<file path="src/rtl/seq_mult_controller.sv">
// seq_mult_controller: load/add/shift sequencer for a WIDTH x WIDTH shift-add multiplier (optional EARLY_EXIT_EN)
module seq_mult_controller #(
    parameter int WIDTH = 4,
    localparam int CNT_W = $clog2(WIDTH + 1)
) (
    input  logic             clk,
    input  logic             clr,
    input  logic             start,
    input  logic             q0,
    input  logic             mplr_zero,
    output logic             sig_rst,
    output logic             ld1,
    output logic             ld2,
    output logic             add_en,
    output logic             shift,
    output logic             busy,
    output logic             ready,
    output logic             done,
    output logic [CNT_W-1:0] iter
);
    typedef enum logic [2:0] {
        IDLE  = 3'd0,
        LOAD  = 3'd1,
        ADD   = 3'd2,
        SHIFT = 3'd3,
        DONE  = 3'd4,
        HOLD  = 3'd5
    } state_t;

    state_t state, nxt;
    logic   early;

`ifdef EARLY_EXIT_EN
    assign early = mplr_zero;
`else
    logic unused_mplr;
    assign unused_mplr = mplr_zero;
    assign early = 1'b0;
`endif

    // add decision is the only Mealy output: it follows q0 within the ADD cycle
    assign add_en = (state == ADD) && q0 && !early;

    // next-state selection; unused codes fall back to IDLE
    always_comb begin
        nxt = IDLE;
        case (state)
            IDLE:    nxt = start ? LOAD : IDLE;
            LOAD:    nxt = ADD;
            ADD:     nxt = early ? DONE : SHIFT;
            SHIFT:   nxt = (iter == CNT_W'(WIDTH - 1)) ? DONE : ADD;
            DONE:    nxt = start ? HOLD : IDLE;
            HOLD:    nxt = start ? HOLD : IDLE;
            default: nxt = IDLE;
        endcase
    end

    // state, iteration count and the state-decoded outputs, registered from the next state
    always_ff @(posedge clk or posedge clr) begin
        if (clr) begin
            state   <= IDLE;
            iter    <= '0;
            ready   <= 1'b1;
            busy    <= 1'b0;
            sig_rst <= 1'b0;
            ld1     <= 1'b0;
            ld2     <= 1'b0;
            shift   <= 1'b0;
            done    <= 1'b0;
        end else begin
            state   <= nxt;
            iter    <= (state == LOAD) ? '0 : (state == SHIFT) ? iter + CNT_W'(1) : iter;
            ready   <= nxt == IDLE;
            busy    <= nxt == LOAD || nxt == ADD || nxt == SHIFT;
            sig_rst <= nxt == LOAD;
            ld1     <= nxt == LOAD;
            ld2     <= nxt == LOAD;
            shift   <= nxt == SHIFT;
            done    <= nxt == DONE;
        end
    end
endmodule

</file>
<file path="config.mk">
export PLATFORM = sky130hd
export DESIGN_NAME = seq_mult_controller
export DESIGN_NICKNAME = d
export VERILOG_FILES = /design/src/rtl/seq_mult_controller.sv
export SDC_FILE = /design/constraint.sdc
export NUM_CORES = 1
export LEC_CHECK = 0
export ABC_CLOCK_PERIOD_IN_PS = 1300
export BUFFER_PORTS_ARGS = -buffer_cell sky130_fd_sc_hd__buf_2
export CAP_MARGIN = 40
export CORE_UTILIZATION = 25
export DETAILED_ROUTE_END_ITERATION = 10
export GPL_TIMING_DRIVEN = 0
export PLACE_DENSITY = 0.44
export SETUP_SLACK_MARGIN = 0.5
export SLEW_MARGIN = 25
export SYNTH_ARGS = -nofsm -noshare
export SYNTH_HDL_FRONTEND = slang
export SYNTH_SLANG_ARGS = --single-unit
</file>
<file path="constraint.sdc">
create_clock -name clk -period 1.3 [get_ports clk]
set_clock_uncertainty 0.2 [all_clocks]
set_input_delay 0.065 -clock clk [delete_from_list [all_inputs] [get_ports clk]]
set_output_delay 0.065 -clock clk [all_outputs]
set_load 0.01 [all_outputs]
</file>
# == Word-level counts from Yosys, hierarchy flattened ==
# Index checks and enable logic that the tools add are counted.
# word_totals
elab_cells,31
output_inout_bits,11
reg_bits,11
inputBits,5
# op_classes
mux,6
addsub,1
n_reduce_logical,7
eq_ne,10
# op_table
cell,count
"equality test 3 x 2 -> 1 bit, second input constant",5
one-hot mux 3 bit (5 select lines),1
2-to-1 mux 3 bit,4
"equality test 3 bit, second input constant",3
"equality test 3 x 1 -> 1 bit, second input constant",2
zero test 3 bit,2
"adder 3 x 1 -> 3 bit, second input constant",1
logical OR 1 bit,2
nonzero test 2 bit,1
OR reduction 2 bit,1
logical AND 1 bit,1
2-to-1 mux 1 bit,1

# == Depth between registers and ports, before layout ==
# Gate-level depths: netlist (run 1).
# depth
depth_word,6
depth_mapped,4

# == Worst setup path before layout (run 1) ==
# Ideal clock, no wire load.
# synth_path
kind,register -> register
start,reg iter[0]
end,reg busy
stages_incl_launch_ff,5
required_time_ps,1014
setup_slack_ps,-112
path_buffers,0
synth_period_minus_slack_ps,1412
arrival_ps,1126
cell_sequence,dfrtp_1 > ha_1 > ha_1 > and3_1 > nor3_1
# synth_via
elab_chain_cells,6
elab_cells_between_ends,8
cone_classes,eq/ne (4); mux (2); reduce/logical (2)
# synth_rtl
element,line_no,text
from (decl),19,output logic [CNT_W-1:0] iter
from (signal assigned),72,iter <= (state == LOAD) ? '0 : (state == SHIFT) ? iter + CNT_W'(1) : iter;
equality test 3 x 2 -> 1 bit (*),51,SHIFT: nxt = (iter == CNT_W'(WIDTH - 1)) ? DONE : ADD;
2-to-1 mux 3 bit (*),51,
one-hot mux 3 bit (5 select lines) (*),47,case (state)
equality test 3 x 1 -> 1 bit or equality test 3 x 2 -> 1 bit (tied branches),74,busy <= nxt == LOAD || nxt == ADD || nxt == SHIFT;
logical OR 1 bit,74,
logical OR 1 bit (*),74,
to (signal assigned),64,busy <= 1'b0;
to (signal assigned),74,
to (decl),16,"output logic busy,"
# Mark *: on every way between the ends. The rest lies on a longest branch, timed or not.
# A chain may end at the register's enable or synchronous reset.

# == Final worst setup path (run 1) ==
# layout_path
start,reg state[2]
end,out add_en
# layout_via
elab_chain_cells,2
# layout_rtl
element,line_no,text
from (decl),30,"state_t state, nxt;"
from (signal assigned),71,state <= nxt;
equality test 3 x 2 -> 1 bit,42,assign add_en = (state == ADD) && q0 && !early;
logical AND 1 bit,42,
to (decl),14,"output logic add_en,"
# No other way between the ends.

==> results of run 1 <==
## layout make-up
class	instances	share of cell area [%]
buffer	5	6.37
clock buffer	4	3.19
inverter	3	1.37
multi-input combinational	24	30.5
sequential	11	33.8
tap	25	3.79
timing repair buffer	21	20.9
## worst max-delay path, cell delays in order, from the launching register on
cell and delay [ps]:
dfrtp_1 370, buf_6 120, nand2b_4 130, nor3b_2 140
buf_2 140
## routing by layer
metal / GRT usage, % / vias to the layer above / part of all wire (%)
met5: 0 / - / 0
met1: 14.5 / 190 / 42
met2: 18.6 / 12 / 51
met3: 6.15 / 0 / 7.0
li1: - / 193 / -
met4: 1.71 / 0 / 0
## through the flow
| step | std cells | worst slack [ps] | hold WS, ps | instance area (um2) | utilization [%] |
|---|---|---|---|---|---|
| global placement | 82 | -17.4 | -115 | 671 | 36.8 |
| floorplan | 43 | -14.6 | -283 | 569 | - |
| CTS | 93 | -154 | -406 | 816 | 44.8 |
| finish | 93 | -133 | -423 | 825 | 45.3 |
| global route | 93 | -219 | -376 | 825 | 45.3 |
| detailed placement | 82 | -23.4 | -116 | 671 | 36.8 |
## synth_stat cells, drive strengths merged
cell type	count
dfrtp	10
buf	5
inv	3
nor2	3
nor3	3
ha	2
mux2i	2
nand2b	2
nor2b	2
a21oi	1
and3	1
dfstp	1
mux2	1
nand2	1
nand3	1
nand4bb	1
nor3b	1
nor4b	1
o21a	1
o21ai	1
## cell usage in the layout, fill, tap and decap left out, drive strengths merged
cell	instances
nand4bb	1
nor3b	1
ha	2
mux2i	2
nand2	1
nor3	3
o21a	1
mux2	1
buf	26
nor2	3
nor2b	2
nand2b	2
a21oi	1
dfrtp	10
nand3	1
o21ai	1
and3	1
dfstp	1
inv	3
clkbuf	4
nor4b	1
## power by group through the flow
stage | logic, uW | registers [uW] | clock network, uW
after detailed placement | 812 | 576 | 0
final | 1140 | 566 | 226
after floorplan | 555 | 620 | 0
after global routing | 1280 | 580 | 252
after global placement | 807 | 571 | 0
after CTS | 1130 | 568 | 240
## repair_timing
action | 4_1_cts | 5_1_grt
pin swaps | 2 | 1
endpoints found under the hold margin | 16 | 15
endpoints found under the setup margin | 22 | 22
setup buffers | 7 | 0
resized for setup | 13 | 2
## logic make-up after synthesis
group                      synth area share [%]
muxes                                      6.90
adders and majority gates                  4.93
AOI/OAI and AO/OA                          3.45
and+or+nand+nor                            20.9
DFF                                        54.4
buffers and inverters                      9.36
## state kept, by name, indices dropped and copies added, names as in the netlist
| signal | count |
|---|---|
| busy | 1 |
| ready | 1 |
| state | 3 |
| ld2 | 1 |
| shift | 1 |
| iter | 3 |
| done | 1 |
## final timing paths
check,end,startpoint,cells past startpoint
setup / recovery,add_en,state[2]$_DFF_PP0_,4
hold / removal,busy$_DFF_PP0_,clr,2
setup reg to reg,iter[0]$_DFFE_PP0P_,state[2]$_DFF_PP0_,4
hold reg to reg,shift$_DFF_PP0_,state[0]$_DFF_PP0_,2
max in group asynchronous,ready$_DFF_PP1_,clr,2
min in group clk,ld2$_DFF_PP0_,start,2
==> metrics, run 1 <==
post-DP HPWL ~700 um; post-route setup TNS -296 ps; worst path required time around 1000 ps; Area growth syn-to-layout 62.3%; Antenna Nets Post-Route 0; Slew @ Worst Pin 409 ps; Net Count, Synth 50; critical path arrival 1170 ps; root buffer cell clkbuf_4; CP startpoint kind register; hold crit path type in -> async; Yosys top cell by area dfrtp_1; DIE AREA 0.00222 mm2; Detailed Routing Iterations Pass 1 3; Final GP Congestion 0.663; crit-path max FO 3; Clock Power Share a little under an eighth; WS Path Type reg -> out; Final min period approximately 1400 ps; top cell type's share of synthesized area roughly 49%; Switching Share 33.4%; Cell variety after synth 23; max-cap violation count 0; Gate Count Post-Synth 43; area of the multi-input gates 251 um2; Mapped Area 508 um2; initial antenna violation count 0; outcome complete, but fails checks; syn_area_per_cell 11.8 um2; Leak Pwr 0.000386 uW; global-route wire length before repair 1730 um; setup violators final 4; nature of the critical path endpoint output pin; fill count about 170; RSZ-0062 raised after global routing true; Switch Pwr ~650 uW; die height 47.1 um; I/O pins 16; final slew viol count 0; Die Width approximately 47 um; Storage cell area 279 um2; Ys Warns 0; sequential share of power 29.2%; worst hold slack -423 ps; Logic pwr share around 59%; final setup margin -133 ps; Initial DRC Count 4; H-tree levels 1; GRT Total Usage 11.7%; Yosys reg bits 11; # nets final 76; Worst-path clk slew 70 ps; Vias/cell 4.25; Routed WL 1010 um; CTS tree done; wire per inst ~11 um; DR vias 395; Worst R2R Setup Slack -100 ps; vias in the first global route between 300 and 400; design internal power roughly 1300 uW; Initial Utilization 27.9%; Relative slew margins between 70% and 80%; clock sink count 11; Tcrit/Tclk final 110%; sequential area share after synthesis 54.4%; row cnt 15; GRT overflow 0; Power Density 2350 mW/mm2; f_max 698 MHz; failing checks hold timing, setup timing; VDD IR max roughly 1.2 mV; Final Total Pwr 1940 uW; TritonCTS Buffers 3; core box area 0.00182 mm2; share of post-route cells with drive strength above 1 64.7%; clock buffer depth 2; largest net degree at the start of global routing 12; Skew-Pair Late Insertion Delay 260 ps; Port Buf Inserts 14; diode count 0; top post-synthesis cells by area dfrtp_1 (49%), dfstp_2 (5.2%), ha_1 (4.9%); Residual DRC 0; Fin. Hold Viols 16
Note: power is estimated with default switching activity, not from simulation.
==> run 2: changes to the inputs <==
--- a/config.mk
+++ b/config.mk
@@ -5,13 +5,14 @@
 export SDC_FILE = /design/constraint.sdc
 export NUM_CORES = 1
 export LEC_CHECK = 0
-export ABC_CLOCK_PERIOD_IN_PS = 1300
+export ABC_CLOCK_PERIOD_IN_PS = 1800
 export BUFFER_PORTS_ARGS = -buffer_cell sky130_fd_sc_hd__buf_2
 export CAP_MARGIN = 40
+export CORE_MARGIN = 2
 export CORE_UTILIZATION = 25
 export DETAILED_ROUTE_END_ITERATION = 10
 export GPL_TIMING_DRIVEN = 0
-export PLACE_DENSITY = 0.44
+export PLACE_DENSITY = 0.42
 export SETUP_SLACK_MARGIN = 0.5
 export SLEW_MARGIN = 25
 export SYNTH_ARGS = -nofsm -noshare
==> constraint.sdc (replaced) <==
create_clock -name clk -period 1.8 [get_ports clk]
set_clock_uncertainty 0.2 [all_clocks]
set_input_delay 0.09 -clock clk [delete_from_list [all_inputs] [get_ports clk]]
set_output_delay 0.09 -clock clk [all_outputs]
set_load 0.01 [all_outputs]
==> run 2 against run 1 <==
The flow now finishes without violations. Wire length grew 9.2%. Critical path depth grew 1. Sequential cell count unchanged. Sequential share of layout area up 0.75 points. Clock power fell by 25%. Combinational power fell by 33%. Power fell by 32%. Largest cell class unchanged.
==> metrics, run 2 (synthesized netlist as in run 1, its figures left out) <==
Leak Pwr 0.000401 uW; row cnt 16; crit-path leading delay family flip-flops; Power Density 1650 mW/mm2; Final min period 1510 ps; Vias/cell 4.00; Switching Share 33.8%; Clock Power Share 12.8%; metal3 WL 56 um; wire per inst ~11 um; Tcrit/Tclk final 83.8%; Fin. Hold Viols 0; fill count 211; CP startpoint kind register; core box area around 0.002 mm2; top sig layer met4; nature of the critical path endpoint register; die height between 40 and 50 um; design internal power 875 uW; Slowest cell on crit path dfrtp_1; hold crit path type in -> async; crit-path max FO 5; VDD IR max a little under 0.7 mV; WS Path Type reg -> reg; Relative slew margins 72.4%; clock buffer depth 2; DIE AREA around 0.0024 mm2; worst path cell trace buf_6 > buf_4 > buf_8 > nor2b_4 > mux2_4; CTS tree done; f_max between 600 and 700 MHz; post-DP HPWL approximately 600 um; final slew viol count 0; Met2 Wirelength 566 um; Initial Utilization approximately a quarter; Switch Pwr 446 uW; GRT Total Usage 9.20%; global-route wire length before repair 1610 um; Cell Area, Placed between 600 and 700 um2; GRT overflow 0; sequential share of power 29.0%; Detailed Routing Iterations Pass 1 2; Die Width 49.1 um; critical path arrival 1460 ps; largest net degree at the start of global routing 12; commonest non-fill, non-tap cell in the layout buf_2; setup violators final 0; fin util 41.2%; most frequent cells in the layout buf_2 (14), dfrtp_1 (10), buf_4 (9); Area growth syn-to-layout 57.4%; Residual DRC 0; Logic pwr share around three fifths; worst path required time 1750 ps; Worst-path clk slew 70 ps; Slew @ Worst Pin 414 ps; Worst Path Buf+Inv 3; max-cap violation count 0; share of post-route cells with drive strength above 1 around three fifths; Storage cell area roughly 280 um2; post-route cell area about 800 um2; diode count 0; Routed WL 1100 um; Antenna Nets Post-Route 0; Initial DRC Count 1; area of the multi-input gates 215 um2; Skew-Pair Late Insertion Delay between 200 and 300 ps; I/O pins 16; outcome finished, final reports clean; Routed met1 length around 470 um; Port Buf Inserts 14; Final GP Congestion 0.676; vias in the first global route 353; crit-path max cell delay 370 ps; # nets final 82; RSZ-0062 raised after global routing true; top flop regs iter: 3 flops, state: 3 flops; TritonCTS Buffers 3; initial antenna violation count 0; clock sink count 11; post-route setup TNS 0 ps; DR vias between 400 and 500; root buffer cell clkbuf_4; H-tree levels 1
==> run 2: through the flow <==
step / hold WS (ps) / power [uW] / setup slack, ps / std cells
global route: 201 / 1410 / 246 / 101
CTS: 164 / 1200 / 331 / 96
detailed placement: -95.5 / 900 / 427 / 84
floorplan: -258 / 763 / 455 / 43
finish: 153 / 1320 / 291 / 101
global placement: -90.1 / 897 / 438 / 84
==> run 2: worst paths after layout <==
check	start	end	slack, ps	cells past startpoint
setup / recovery	state[2]$_DFF_PP0_	iter[0]$_DFFE_PP0P_	290	5
hold / removal	clr	ld2$_DFF_PP0_	150	3
setup reg to reg	state[2]$_DFF_PP0_	iter[0]$_DFFE_PP0P_	290	5
hold reg to reg	state[0]$_DFF_PP0_	shift$_DFF_PP0_	340	2
max in group asynchronous	clr	ready$_DFF_PP1_	920	3
min in group clk	q0	add_en	310	3
==> run 2: metal layers <==
layer  up-vias  track usage, %
met5         -               0
met4         0            5.71
met3         2            4.60
met2        12            13.3
met1       189            10.7
li1        201               -
==> run 2: what timing repair did <==
action                                 CTS  global route
hold buffers                             2             0
buffers inserted                         6             5
resized for setup                        3            11
setup endpoints to repair                5             7
endpoints found under the hold margin   16             0
pin swaps                                1             1
==> run 2: tightest hold or removal path, stage by stage <==
cell and delay [ps]:
dlygate4sd3_1 530, buf_2 120, inv_1 310
==> run 2: cell type report <==
class                           instances  area share (%)
Tap cell                               27            4.23
Multi-Input combinational cell         24            26.9
Buffer                                  5            5.63
Inverter                                3            1.41
Clock buffer                            4            3.29
Sequential cell                        11            34.6
Timing Repair Buffer                   27            23.9
==> run 2: power groups by stage <==
stage                     Sequential (uW)  Clock, uW  Combinational, uW
after floorplan                       430          0                332
after global placement                393          0                504
after detailed placement              395          0                504
after CTS                             384        175                638
after global routing                  396        187                832
final                                 383        170                767
==> run 3: changes to the inputs <==
--- a/config.mk
+++ b/config.mk
@@ -5,14 +5,15 @@
 export SDC_FILE = /design/constraint.sdc
 export NUM_CORES = 1
 export LEC_CHECK = 0
-export ABC_CLOCK_PERIOD_IN_PS = 1800
+export ABC_AREA = 1
+export ABC_CLOCK_PERIOD_IN_PS = 1300
 export BUFFER_PORTS_ARGS = -buffer_cell sky130_fd_sc_hd__buf_2
 export CAP_MARGIN = 40
 export CORE_MARGIN = 2
 export CORE_UTILIZATION = 25
 export DETAILED_ROUTE_END_ITERATION = 10
 export GPL_TIMING_DRIVEN = 0
-export PLACE_DENSITY = 0.42
+export PLACE_DENSITY = 0.44
 export SETUP_SLACK_MARGIN = 0.5
 export SLEW_MARGIN = 25
 export SYNTH_ARGS = -nofsm -noshare
==> constraint.sdc (replaced) <==
create_clock -name clk -period 1.3 [get_ports clk]
set_clock_uncertainty 0.2 [all_clocks]
set_input_delay 0.065 -clock clk [delete_from_list [all_inputs] [get_ports clk]]
set_output_delay 0.065 -clock clk [all_outputs]
set_load 0.01 [all_outputs]
==> run 3 against run 2 <==
The flow now finishes with violations (hold timing, setup timing). Critical path depth is the same. Hold slack lost 570 ps. Clock-buffer cell count is the same. Core utilization grew 1.1 points. Sequential power grew 46%. Wire length shrank 7.7%. Combinational power grew 30%. Via count grew 1.5%. Sequential share of layout area shrank 0.071 points. Die area shrank 2.5%. Largest power group unchanged.
==> metrics, run 3 <==
top flop regs iter: 3 flops, state: 3 flops; Skew-Pair Late Insertion Delay 270 ps; fin util 42.3%; Fin. Hold Viols 16; top-count cell post-synth dfrtp_1; Port Buf Inserts 14; sequential area share after synthesis about 56%; critical path's most frequent cell ha_4; root buffer cell clkbuf_4; vias in the first global route 427; Worst R2R Setup Slack -30 ps; Area growth syn-to-layout 64.3%; hold crit path type in -> async; worst path required time 1300 ps; syn_area_per_cell 9.88 um2; Most used DFF post-synth dfrtp_1; most frequent cells in the layout buf_2 (10), buf_6 (9), inv_2 (7), dfrtp_1 (7), buf_4 (7); Switching Share 38.6%; post-synthesis async set-or-reset flop share 100%; area of the multi-input gates 226 um2; final slew viol count 0; WS Path Type reg -> reg; pre-CTS setup slack -42.8 ps; Worst-path clk slew 70 ps; top post-synthesis cells by count dfrtp_1 (10), inv_1 (6), inv_2 (5), nand2_1 (5); Initial Utilization 25.7%; sequential share of power a little under a third; Leak Pwr 0.000412 uW; Relative slew margins between 70% and 80%; crit-path max FO 3; Detailed Routing Iterations Pass 1 1; Yosys top cell by area dfrtp_1; I/O pins 16; Post-synth EDFFs 0; Cell variety after synth 18; Logic pwr share a little under three fifths; TritonCTS Buffers 3; Storage cell area ~280 um2; initial antenna violation count 0; die height 48.5 um; RSZ-0062 raised after global routing true; Final min period 1330 ps; Antenna Nets Post-Route 0; wire per inst 9.70 um; share of post-route cells with drive strength above 1 74.4%; DR vias 410; Die Width 48.5 um; crit-path leading delay family flip-flops; VDD IR max between 0.8 and 0.9 mV; Slew @ Worst Pin approximately 450 ps; design internal power about 1100 uW; nature of the critical path endpoint register; RR Startpoint iter[1]$_DFFE_PP0P_; clock sink count 11; outcome complete, but fails checks; Final Total Pwr 1800 uW; Ys Warns 0; commonest non-fill, non-tap cell in the layout buf_2; Slowest cell on crit path dfrtp_2; top post-synthesis cells by area dfrtp_1 (51%), dfstp_2 (5.3%), ha_1 (5.1%); Initial DRC Count 0; worst r2r path cells 5; Yosys reg bits 11; diode count 0; setup violators final 2; Switch Pwr about 700 uW; critical path arrival between 1000 and 1500 ps; final setup margin -27.3 ps; failing checks hold timing, setup timing; fill count 193; Power Density 2210 mW/mm2; H-tree levels 1; worst hold slack -414 ps; core box area just under 0.002 mm2; crit-path max cell delay 430 ps; global-route wire length before repair 1710 um; Residual DRC 0; Vias/cell around 3.9; post-DP HPWL 672 um; Mapped Area 494 um2; Worst Path Buf+Inv 0; Tcrit/Tclk final 102%; Final GP Congestion 0.707; # nets final 86; top cell type's share of synthesized area 50.6%; Routed WL 1020 um; Net Count, Synth 57; FF-to-FF End busy$_DFF_PP0_; DIE AREA 0.00235 mm2; Clock Power Share around an eighth; largest net degree at the start of global routing 12; f_max 753 MHz; CTS tree done; row cnt 16; CP startpoint kind register; Gate Count Post-Synth 50; clock buffer depth 2; Cell Area, Placed 653 um2; max-cap violation count 0; worst path cell trace ha_4 > ha_4 > nand3_2 > nand3_4 > a21oi_2; post-route cell area between 800 and 900 um2; GRT Total Usage 9.56%; GRT overflow 0
[run 3: cell families after synthesis]
| kind of cell | after synthesis | share of synthesized area, % |
|---|---|---|
| AND/OR/NAND/NOR | 20 | 23.3 |
| adder cells (fa/ha/maj) | 2 | 5.06 |
| buffers and inverters | 13 | 11.4 |
| flip-flops | 11 | 56.0 |
| AO/OA/AOI/OAI | 4 | 4.30 |
[run 3: worst max path at each step]
| stage | start | to | slack [ps] | cells after the start |
|---|---|---|---|---|
| floorplan | iter[0]$_DFFE_PP0P_ | busy$_DFF_PP0_ | 10 | 5 |
| global placement | iter[0]$_DFFE_PP0P_ | busy$_DFF_PP0_ | -60 | 5 |
| detailed placement | iter[0]$_DFFE_PP0P_ | busy$_DFF_PP0_ | -40 | 5 |
| CTS | iter[1]$_DFFE_PP0P_ | busy$_DFF_PP0_ | -30 | 5 |
| global route | iter[1]$_DFFE_PP0P_ | busy$_DFF_PP0_ | -90 | 5 |
| finish | iter[1]$_DFFE_PP0P_ | busy$_DFF_PP0_ | -30 | 5 |
[run 3: cell type report]
class	count	share of cell area, %
Buffer	2	2.77
Inverter	11	5.08
Timing Repair Buffer	24	22.3
Multi-Input combinational cell	26	27.9
Clock buffer	4	3.24
Sequential cell	11	34.5
Tap cell	27	4.16
[run 3: metrics by stage]
stage	TNS, ps	std cells
CTS	-51.4	102
global route	-302	105
detailed placement	-43.7	91
floorplan	0	50
global placement	-67.3	91
finish	-40.5	105
[run 3: per-layer routing]
metal	global-route usage, %	wire length (um)	vias to the layer above	share of wire (%)
met2	14.4	483	10	47
met5	0	0	-	0
met3	1.54	46	2	4.5
met1	11.8	477	188	47
li1	-	-	210	-
met4	8.57	13	0	1.3
[run 3: power by group through the flow]
stage	sequential (uW)	clock, uW	combinational (uW)
3_3_place_gp	589	0	674
6_report	560	238	1000
3_5_place_dp	595	0	671
5_1_grt	575	267	1100
4_1_cts	559	249	910
2_1_floorplan	630	0	451
[run 3: what timing repair did]
| action | in CTS | in global routing |
|---|---|---|
| setup endpoints to repair | 22 | 22 |
| hold endpoints to repair | 16 | 16 |
| pin swaps | 4 | 2 |
| setup buffers | 7 | 3 |
| resized for setup | 9 | 5 |
